File: config.mk
export PLATFORM = sky130hd
export DESIGN_NAME = prefix_adder_pipe
export DESIGN_NICKNAME = d
export VERILOG_FILES = /design/src/rtl/prefix_adder_pipe.sv
export SDC_FILE = /design/constraint.sdc
export NUM_CORES = 1
export LEC_CHECK = 0
export CAP_MARGIN = 30
export CORE_UTILIZATION = 45
export CTS_CLUSTER_SIZE = 25
export DETAILED_ROUTE_END_ITERATION = 6
export PLACE_DENSITY = 0.68
export REMOVE_ABC_BUFFERS = 1
export SYNTH_ARGS = -nofsm -noshare
export SYNTH_HDL_FRONTEND = slang
export SYNTH_SLANG_ARGS = --single-unit
export TNS_END_PERCENT = 50
File: constraint.sdc
create_clock -name clk -period 2.7 [get_ports clk]
set_clock_uncertainty 0.2 [all_clocks]
set_input_delay 0.54 -clock clk [delete_from_list [all_inputs] [get_ports clk]]
set_output_delay 0.54 -clock clk [all_outputs]
set_load 0.02 [all_outputs]
File: src/rtl/prefix_adder_pipe.sv
// Segmented, pipelined add/subtract unit. Each stage adds one SEG-bit slice
// and hands its carry to the next stage. Unconsumed operand slices ride along
// with the partial sum. The pipeline has one global stall and a valid/ready
// handshake on both sides.
module prefix_adder_pipe #(
   parameter int unsigned WIDTH = 16,
   parameter int unsigned SEG   = 4
) (
   input  logic             clk,
   input  logic             rst_n,
   input  logic             in_valid,
   output logic             in_ready,
   input  logic [WIDTH-1:0] a,
   input  logic [WIDTH-1:0] b,
   input  logic             cin,
   input  logic             sub,
   output logic             out_valid,
   input  logic             out_ready,
   output logic [WIDTH-1:0] sum,
   output logic             cout,
   output logic             ovf
);

   localparam int unsigned N     = WIDTH / SEG;
   localparam int unsigned SEG_W = SEG + 1;

   // Reject geometries that cannot be split into whole segments.
   if ((SEG == 0) || (WIDTH < SEG) || ((WIDTH % SEG) != 0)) begin : g_param_check
      $error("prefix_adder_pipe: WIDTH must be a non-zero multiple of SEG");
   end

   // Per-stage registered state.
   logic [WIDTH-1:0] a_q [N];
   logic [WIDTH-1:0] b_q [N];
   logic [WIDTH-1:0] s_q [N];
   logic             c_q [N];
   logic             v_q [N];
   logic             ovf_q;

   // Inputs seen by each stage: the ports for stage 0, the previous stage otherwise.
   logic [WIDTH-1:0] a_src [N];
   logic [WIDTH-1:0] b_src [N];
   logic [WIDTH-1:0] s_src [N];
   logic             c_src [N];
   logic             v_src [N];

   // Next-state values produced by each stage's segment add.
   logic [WIDTH-1:0] s_d [N];
   logic             c_d [N];
   logic             ovf_d;

   // The pipeline advances whenever the output is not held by back-pressure.
   assign in_ready = ~(v_q[N-1] & ~out_ready);

   assign out_valid = v_q[N-1];
   assign sum       = s_q[N-1];
   assign cout      = c_q[N-1];
   assign ovf       = ovf_q;

   // Route each stage's operands, partial sum, carry and valid bit.
   // Subtract is folded in at entry: B = ~b and the carry-in is inverted.
   always_comb begin
      for (int unsigned j = 0; j < N; j++) begin
         a_src[j] = '0;
         b_src[j] = '0;
         s_src[j] = '0;
         c_src[j] = 1'b0;
         v_src[j] = 1'b0;
      end
      a_src[0] = a;
      b_src[0] = sub ? ~b : b;
      s_src[0] = '0;
      c_src[0] = cin ^ sub;
      v_src[0] = in_valid;
      for (int unsigned j = 1; j < N; j++) begin
         a_src[j] = a_q[j-1];
         b_src[j] = b_q[j-1];
         s_src[j] = s_q[j-1];
         c_src[j] = c_q[j-1];
         v_src[j] = v_q[j-1];
      end
   end

   // One SEG-bit add per stage. The last stage also derives signed overflow
   // from the carry into the MSB, which is recovered as a ^ B ^ sum at that bit.
   always_comb begin : seg_add
      logic [SEG:0] seg_sum;
      seg_sum = '0;
      for (int unsigned j = 0; j < N; j++) begin
         s_d[j]  = s_src[j];
         seg_sum = {1'b0, a_src[j][j*SEG +: SEG]}
                 + {1'b0, b_src[j][j*SEG +: SEG]}
                 + SEG_W'(c_src[j]);
         s_d[j][j*SEG +: SEG] = seg_sum[SEG-1:0];
         c_d[j]  = seg_sum[SEG];
      end
      ovf_d = a_src[N-1][WIDTH-1] ^ b_src[N-1][WIDTH-1]
            ^ s_d[N-1][WIDTH-1] ^ c_d[N-1];
   end

   // Stage registers. All stages shift together unless stalled. Payloads load
   // only with a valid token, so bubbles leave the last result untouched.
   always_ff @(posedge clk or negedge rst_n) begin
      if (!rst_n) begin
         for (int unsigned j = 0; j < N; j++) begin
            a_q[j] <= '0;
            b_q[j] <= '0;
            s_q[j] <= '0;
            c_q[j] <= 1'b0;
            v_q[j] <= 1'b0;
         end
         ovf_q <= 1'b0;
      end else if (in_ready) begin
         for (int unsigned j = 0; j < N; j++) begin
            v_q[j] <= v_src[j];
            if (v_src[j]) begin
               a_q[j] <= a_src[j];
               b_q[j] <= b_src[j];
               s_q[j] <= s_d[j];
               c_q[j] <= c_d[j];
            end
         end
         if (v_src[N-1]) begin
            ovf_q <= ovf_d;
         end
      end
   end

endmodule

* Yosys cells after proc, flatten, opt, wreduce, memory -nomap -nowiden
Cells that the tools add are included.
W data, S select, Z words.
** Cells by class
- $add $sub $neg :: 8
- Multipliers :: 0
- Div/mod/pow operators :: 0
- Order comparisons :: 0
- Eq/ne operators :: 0
- Shift operators :: 0
- Multiplexer cells :: 1
- Bitwise gates (word level) :: 8
- Reductions and logical operators :: 4
** Operators by type and width (number)
- $add A4 B4 Y5 :: 4
- $add A5 B1 Y5 :: 4
- $mux W16 :: 1
- $not A16 Y16 :: 1
- $reduce_and A2 Y1 :: 4
- $xor A1 B1 Y1 :: 4
- $not A1 Y1 :: 2
- $and A1 B1 Y1 :: 1
** Word-level totals
- Register bits :: 145
- Latch bits :: 0
- Bits in writable memories :: 0
- Bits in read-only memories :: 0
- Input bits :: 38
- Output and inout bits :: 20
- Word-level logic and storage cells :: 40
- Memories :: 0

* Longest topological paths before layout
Gate-level depths: netlist of run 1.
- Depth after elaboration :: 4
- Depth in mapped cells :: 8
- Gate-level depth less buffers :: 7

* Worst setup path after synthesis of run 1
OpenSTA, ideal clock, no wires.
- Path kind :: input -> register
- From :: in sub
- To :: reg c_q[3] (netlist bit)
- Library setup time :: 127 ps
- Data arrival time :: 2228 ps
- Required time :: 2373 ps
- Setup slack :: 144 ps
- Stages on the path :: 8
- Path buffers :: 2
- Path through :: buf_2 > buf_4 > xor2_1 > fa_1 > fa_1 > a21o_1 > a21oi_1 > o21ai_0
** On the way
- Longest elaborated chain between the ends :: 3
- Elaborated cells on any way between the ends :: 4
- Those cells by class :: 2 x add/sub; 1 x mux; 1 x bitwise
** Ends and longest elaborated chain
- from (decl) :: line 16 : input logic sub,
- $mux W16 :: line 71 : b_src[0] = sub ? ~b : b;
- $add A4 B4 Y5 :: line 92 : + {1'b0, b_src[j][j*SEG +: SEG]}
- $add A5 B1 Y5 (*) :: line 93 : + SEG_W'(c_src[j]);
- to (signal, indexed assignment) :: line 120 : c_q[j] <= c_d[j];
- to (decl) :: line 36 : logic c_q [N];
Every way passes the cells marked *; elsewhere a longest branch is shown, timed or not.
A chain may end at the register's enable or synchronous reset.

* Final worst setup path of run 1
- From :: in out_ready
- To :: out in_ready
** On the way
- Longest elaborated chain between the ends :: 3
** Ends and longest elaborated chain
- from (decl) :: line 18 : input logic out_ready,
- $not A1 Y1 :: line 53 : assign in_ready = ~(v_q[N-1] & ~out_ready);
- $and A1 B1 Y1 :: line 53
- $not A1 Y1 (no source line)
- to (decl) :: line 12 : output logic in_ready,
No other way between the ends.

==> flow_summary.json, run 1 <==
{
  "cts-resized-gates": 0,
  "start_util_pct": 46.3,
  "synth-xor-area-share_pct": 5.35,
  "run_status": "finished, final reports clean",
  "first_pass_iters": 4,
  "crit_path_end_kind": "primary output",
  "worst-setup-path-type": "input pin to primary output",
  "grt_usage_pct": 15.5,
  "crit_chain": "clkdlybuf4s50_1 > nor2b_4 > inv_6 > clkdlybuf4s50_1",
  "multiInputGateArea_um2": 1710,
  "cts_sinks": 97,
  "dieArea_um2": 9850,
  "hold_path_class": "flop to flop",
  "p_leak_nw": 2.34,
  "cp_num_buf_inv": 3,
  "worst-path-max-fanout": 6,
  "wire_per_inst_um": 14.0,
  "core_um2": 9200,
  "vias": 2468,
  "drc": 0,
  "fill_cells": 811,
  "synth-compound-area-share_pct": 5.41,
  "min_path_cells": 2,
  "ioPinCount": 58,
  "ys_ff_latch": 97,
  "required_ps": 1960,
  "clock_latency_ps": 350,
  "maxSlewViolCount": 0,
  "synth_top_family_by_area": "multiplexers",
  "layout.area.seq_um2": 2430,
  "crit_cells": 4,
  "grt_pass1_wl_mm": 11.7,
  "fp-row-count": 35,
  "syn_inst": 308,
  "critPathTopFamily": "buffers and inverters",
  "fin_nets": 433,
  "dp_hpwl_mm": 4.85,
  "grtUsageMet2_pct": 26.8,
  "numCtsBuffers": 9,
  "die_width_um": 99.2,
  "synthToLayoutAreaGrowth_pct": 22.3,
  "ys_warn_count": 0,
  "finalCriticalPeriod_ps": 2540,
  "fin_cells": 491,
  "rsz0062_at_grt": "no",
  "synth-main-ff-cell": "dfrtp_1",
  "post-place-cells": 474,
  "path_clk_slew_ps": 90,
  "cts_root_buf": "clkbuf_8",
  "syn_area_um2": 4260,
  "fp.dieH_um": 99.2,
  "slew_headroom_pct": 72.6,
  "use_met3_pct": 2.32,
  "power_per_cell_area_nw_per_um2": 1120,
  "clock_path_buffers": 2,
  "antenna_cells": 0,
  "synth-simple-area-share_pct": 4.12,
  "synth_fa_ha_area_share_pct": 7.29,
  "clock.fmax_ghz": 0.393,
  "synth.distinct_cells": 22,
  "grt-busiest-layer": "met2",
  "drv_cap": 0,
  "critical_path_arrival_ps": 1800,
  "drtAntennaViolNets": 0,
  "synthArstFlopShare_pct": 100,
  "crit_path_start_kind": "input pin",
  "antenna_found_initial": 0,
  "path_common_cell": "clkdlybuf4s50_1",
  "synth-seq-area-share_pct": 57.0,
  "gp_congestion": 0.747,
  "final_layout_size_suffix_gt1_share_pct": 26.1,
  "r2r_cells": 6,
  "cts_tree": "done",
  "hold_viol": 0,
  "place.port_buffers": 57,
  "htreeDepth": 3,
  "peakVddDrop_uv": 356,
  "cp_slowest_cell": "clkdlybuf4s50_1",
  "grt_pass1_vias": 2518,
  "grt-ovfl-total": 0,
  "tns_ps": 0,
  "muxShareOfSynthArea_pct": 18.0,
  "routed_wl_mm": 6.86,
  "tightest_slew_ps": 409,
  "grtUsageMet1_pct": 18.9,
  "period_share_pct": 94.1,
  "drt-vias-per-instance": 5.03,
  "avgSynthCellArea_um2": 13.8,
  "grt_max_degree": 45,
  "synth_edf_count": 0,
  "setup-violations-final": 0,
  "crit_path_max_incr_delay_ps": 610,
  "first_iter_violations": 38
}
registers in the layout (all words and copies together), names as in the netlist:
signal     count
a_q           24
b_q           24
ovf            1
cout           1
sum           16
c_q            3
s_d           24
out_valid      1
v_q            3
power by group:
part           total (mW)  switching [mW]  leakage (nW)  internal, mW
Clock                1.02           0.476         0.113         0.546
Combinational        2.33            1.03          1.06          1.30
Sequential           2.46           0.352          1.17          2.11
worst register-to-register path: cells and delay by family (launching register included):
family                   cells  cell delay [ps]
flip-flops                   1              410
XOR/XNOR                     1              140
AO/OA/AOI/OAI                3              490
adder cells (fa/ha/maj)      2              910
Yosys cell counts (2+ instances only):
master,n,area [um2]
xnor2_1,16,140
fa_1,8,160
nand2_4,2,22.5
ha_1,12,150
mux2_4,3,45.0
xor2_1,10,87.6
a21oi_1,8,40.0
buf_2,3,15.0
mux2_2,63,709
o21ai_0,26,130
buf_6,2,22.5
nand2_2,2,12.5
inv_1,4,15.0
nand2_1,32,120
buf_4,7,52.6
dfrtp_1,97,2430
a21o_1,8,60.1
metal layers:
metal	up-vias	part of all wire, %
li1	1176	-
met1	1237	44
met2	39	51
met3	16	2.1
met4	0	2.5
met5	-	0
kinds of logic (layout without fill, tap and decap cells):
group                      Yosys count  after routing
muxes                               67             67
buffers and inverters               18             90
and+or+nand+nor                     38             38
xor gates and xnor gates            26             26
AOI/OAI and AO/OA                   42             42
adders and majority gates           20             20
DFF                                 97             97
path summary, 6_finish.rpt:
| path | startpoint | to | slack (ps) |
|---|---|---|---|
| setup reg to reg | a_q[28] | ovf | 430 |
| setup / recovery | out_ready | in_ready | 160 |
| min in group asynchronous | rst_n | out_valid | 450 |
| max in group asynchronous | rst_n | b_q[41] | 1190 |
| hold / removal | s_d[9] | s_d[9] | 280 |
| hold reg to reg | s_d[9] | s_d[9] | 280 |
area by class of cell:
| cell class | count | share of cell area [%] |
|---|---|---|
| Sequential cell | 97 | 46.6 |
| Multi-Input combinational cell | 193 | 32.8 |
| Timing Repair Buffer | 69 | 13.2 |
| Clock buffer | 11 | 2.72 |
| Tap cell | 111 | 2.67 |
| Clock inverter | 5 | 1.51 |
| Inverter | 5 | 0.457 |
repair_timing:
action	CTS	global route
hold buffers	1	0
hold endpoints to repair	28	0
setup buffers	0	0
cells in the final DEF, fill, tap and decap left out, types with 10 or more instances in the layout:
cell type	n
clkbuf_8	10
o21ai_0	26
xnor2_1	16
nand2_1	32
mux2_2	63
buf_4	10
ha_1	12
dfrtp_1	97
clkdlybuf4s50_1	56
xor2_1	10
stage by stage:
step                      power [mW]  util, %  setup WS (ps)  instance area, um2  hold WS (ps)
after global placement          4.76     54.1           -109                4970           259
after floorplan                 4.05        -            499                4160          44.4
after detailed placement        4.86     54.1           -200                4970           266
after CTS                       5.91     56.6            149                5200           286
after global routing            6.24     56.6           90.1                5200           309
final                           5.81     56.6            158                5200           277
Note: power is estimated with default switching activity, not from simulation.
==> run 2, diff against run 1 <==
clock period = 2.9 ns   (was 2.7 ns; I/O delays follow)
==> run 2 against run 1 <==
  * The flow now finishes with violations (negative hold slack)
  * Critical path depth unchanged
  * Largest cell class unchanged
  * Critical endpoint unchanged
  * Clock-buffer cell count rose by 2
  * Global-route usage down 0.42 points
  * Critical path type unchanged
==> flow_summary.json, run 2 (synthesis gave the netlist of run 1 again) <==
{
  "mostFrequentLayoutCell": "dfrtp_1",
  "holdWs_ps": -12.1,
  "final_layout_size_suffix_gt1_share_pct": 25.5,
  "grt_max_degree": 58,
  "crit_path_max_incr_delay_ps": 600,
  "grt_pass1_wl_mm": 11.3,
  "htreeDepth": 3,
  "cts_tree": "done",
  "fp.dieH_um": 99.2,
  "r2r_start": "a_q[28]",
  "power_per_cell_area_nw_per_um2": 1040,
  "core_um2": 9200,
  "tightest_slew_ps": 520,
  "fp-row-count": 35,
  "ff2ff_setup_slack_ps": 670,
  "finalCriticalPeriod_ps": 2630,
  "dp_hpwl_mm": 4.87,
  "crit_path_end_kind": "primary output",
  "maxSlewViolCount": 0,
  "hold_path_class": "input pin to asynchronous set/reset pin",
  "dieArea_um2": 9850,
  "setup-violations-final": 0,
  "first_pass_iters": 5,
  "cts_setup_buffers": 0,
  "worst-path-max-fanout": 6,
  "run_status": "finished, violations left",
  "hold_viol": 2,
  "layout.area.seq_um2": 2430,
  "p_leak_nw": 2.31,
  "drv_cap": 0,
  "grt_usage_pct": 15.1,
  "antenna_cells": 0,
  "drc": 0,
  "gp_congestion": 0.758,
  "clock_path_buffers": 2,
  "wire_per_inst_um": 14.0,
  "startpoint": "out_ready",
  "cts-resized-gates": 0,
  "numCtsBuffers": 9,
  "post-place-cells": 471,
  "place.port_buffers": 57,
  "violations": "negative hold slack",
  "fin_nets": 429,
  "synthToLayoutAreaGrowth_pct": 21.4,
  "grt-ovfl-total": 0,
  "critPathTopFamily": "buffers and inverters",
  "worst-setup-path-type": "input pin to primary output",
  "critical_path_arrival_ps": 1850,
  "multiInputGateArea_um2": 1710,
  "clock.fmax_ghz": 0.380,
  "cp_num_buf_inv": 3,
  "r2r_cells": 6,
  "vias": 2415,
  "crit_chain": "clkdlybuf4s50_1 > nor2b_4 > inv_6 > clkdlybuf4s50_1",
  "period_share_pct": 90.8,
  "crit_path_start_kind": "input pin",
  "start_util_pct": 46.3,
  "cts_hold_buf": 0,
  "grt_pass1_vias": 2368,
  "rsz0062_at_grt": "no",
  "first_iter_violations": 43,
  "mostFrequentLayoutCells": "dfrtp_1, mux2_2, clkdlybuf4s50_1",
  "crit_cells": 4,
  "die_width_um": 99.2,
  "cp_slowest_cell": "clkdlybuf4s50_1",
  "power_mw": 5.37,
  "drtAntennaViolNets": 0,
  "slew_headroom_pct": 65.3,
  "peakVddDrop_uv": 347,
  "required_ps": 2120,
  "drt-vias-per-instance": 4.96,
  "fill_cells": 786,
  "clock_latency_ps": 350,
  "path_common_cell": "clkdlybuf4s50_1",
  "path_clk_slew_ps": 90,
  "cts_sinks": 97,
  "cts_root_buf": "clkbuf_8",
  "ioPinCount": 58,
  "routed_wl_mm": 6.82,
  "antenna_found_initial": 0,
  "fin_cells": 487
}
## run 2: changes by cell type in the layout (fill, tap and decap cells not counted)
cell | before | now
dlygate4sd3_1 | 1 | 0
buf_4 | 10 | 7
clkbuf_8 | 10 | 12
clkinv_2 | 2 | 0
inv_6 | 1 | 2
clkinvlp_4 | 0 | 1
clkinv_4 | 1 | 0
bufinv_16 | 2 | 1
## run 2: final timing paths
path	end
setup / recovery	in_ready
hold / removal	a_q[46]
setup reg to reg	ovf
hold reg to reg	b_q[58]
max in group asynchronous	s_d[16]
min in group clk	b_q[58]
## run 2: metrics by stage
step / area, um2 / utilization [%] / worst slack, ps / setup TNS (ps)
2_1_floorplan: 4160 / - / 659 / 0
3_3_place_gp: 4950 / 53.9 / 39.6 / 0
3_5_place_dp: 4950 / 53.9 / -37.8 / -42.8
4_1_cts: 5170 / 56.2 / 257 / 0
5_1_grt: 5170 / 56.2 / 220 / 0
6_report: 5170 / 56.2 / 268 / 0
## run 2: final cells by class
class                           count  area share (%)
Inverter                            5           0.460
Clock inverter                      3           0.896
Clock buffer                       13            3.27
Sequential cell                    97            47.0
Multi-Input combinational cell    193            33.1
Tap cell                          111            2.69
Timing Repair Buffer               65            12.6
## run 2: per-layer routing
| layer | global-route usage [%] | vias to the layer above | part of all wire, % |
|---|---|---|---|
| met4 | 8.14 | 0 | 2.1 |
| met5 | 0 | - | 0 |
| met3 | 1.90 | 11 | 2.0 |
| met1 | 18.8 | 1194 | 44 |
| li1 | - | 1175 | - |
| met2 | 25.9 | 35 | 52 |
## run 2: where the power goes
part | switching [mW] | leakage [nW] | total (mW) | internal [mW]
sequential | 0.329 | 1.17 | 2.29 | 1.96
combinational | 0.955 | 1.04 | 2.16 | 1.20
clock | 0.446 | 0.106 | 0.919 | 0.473
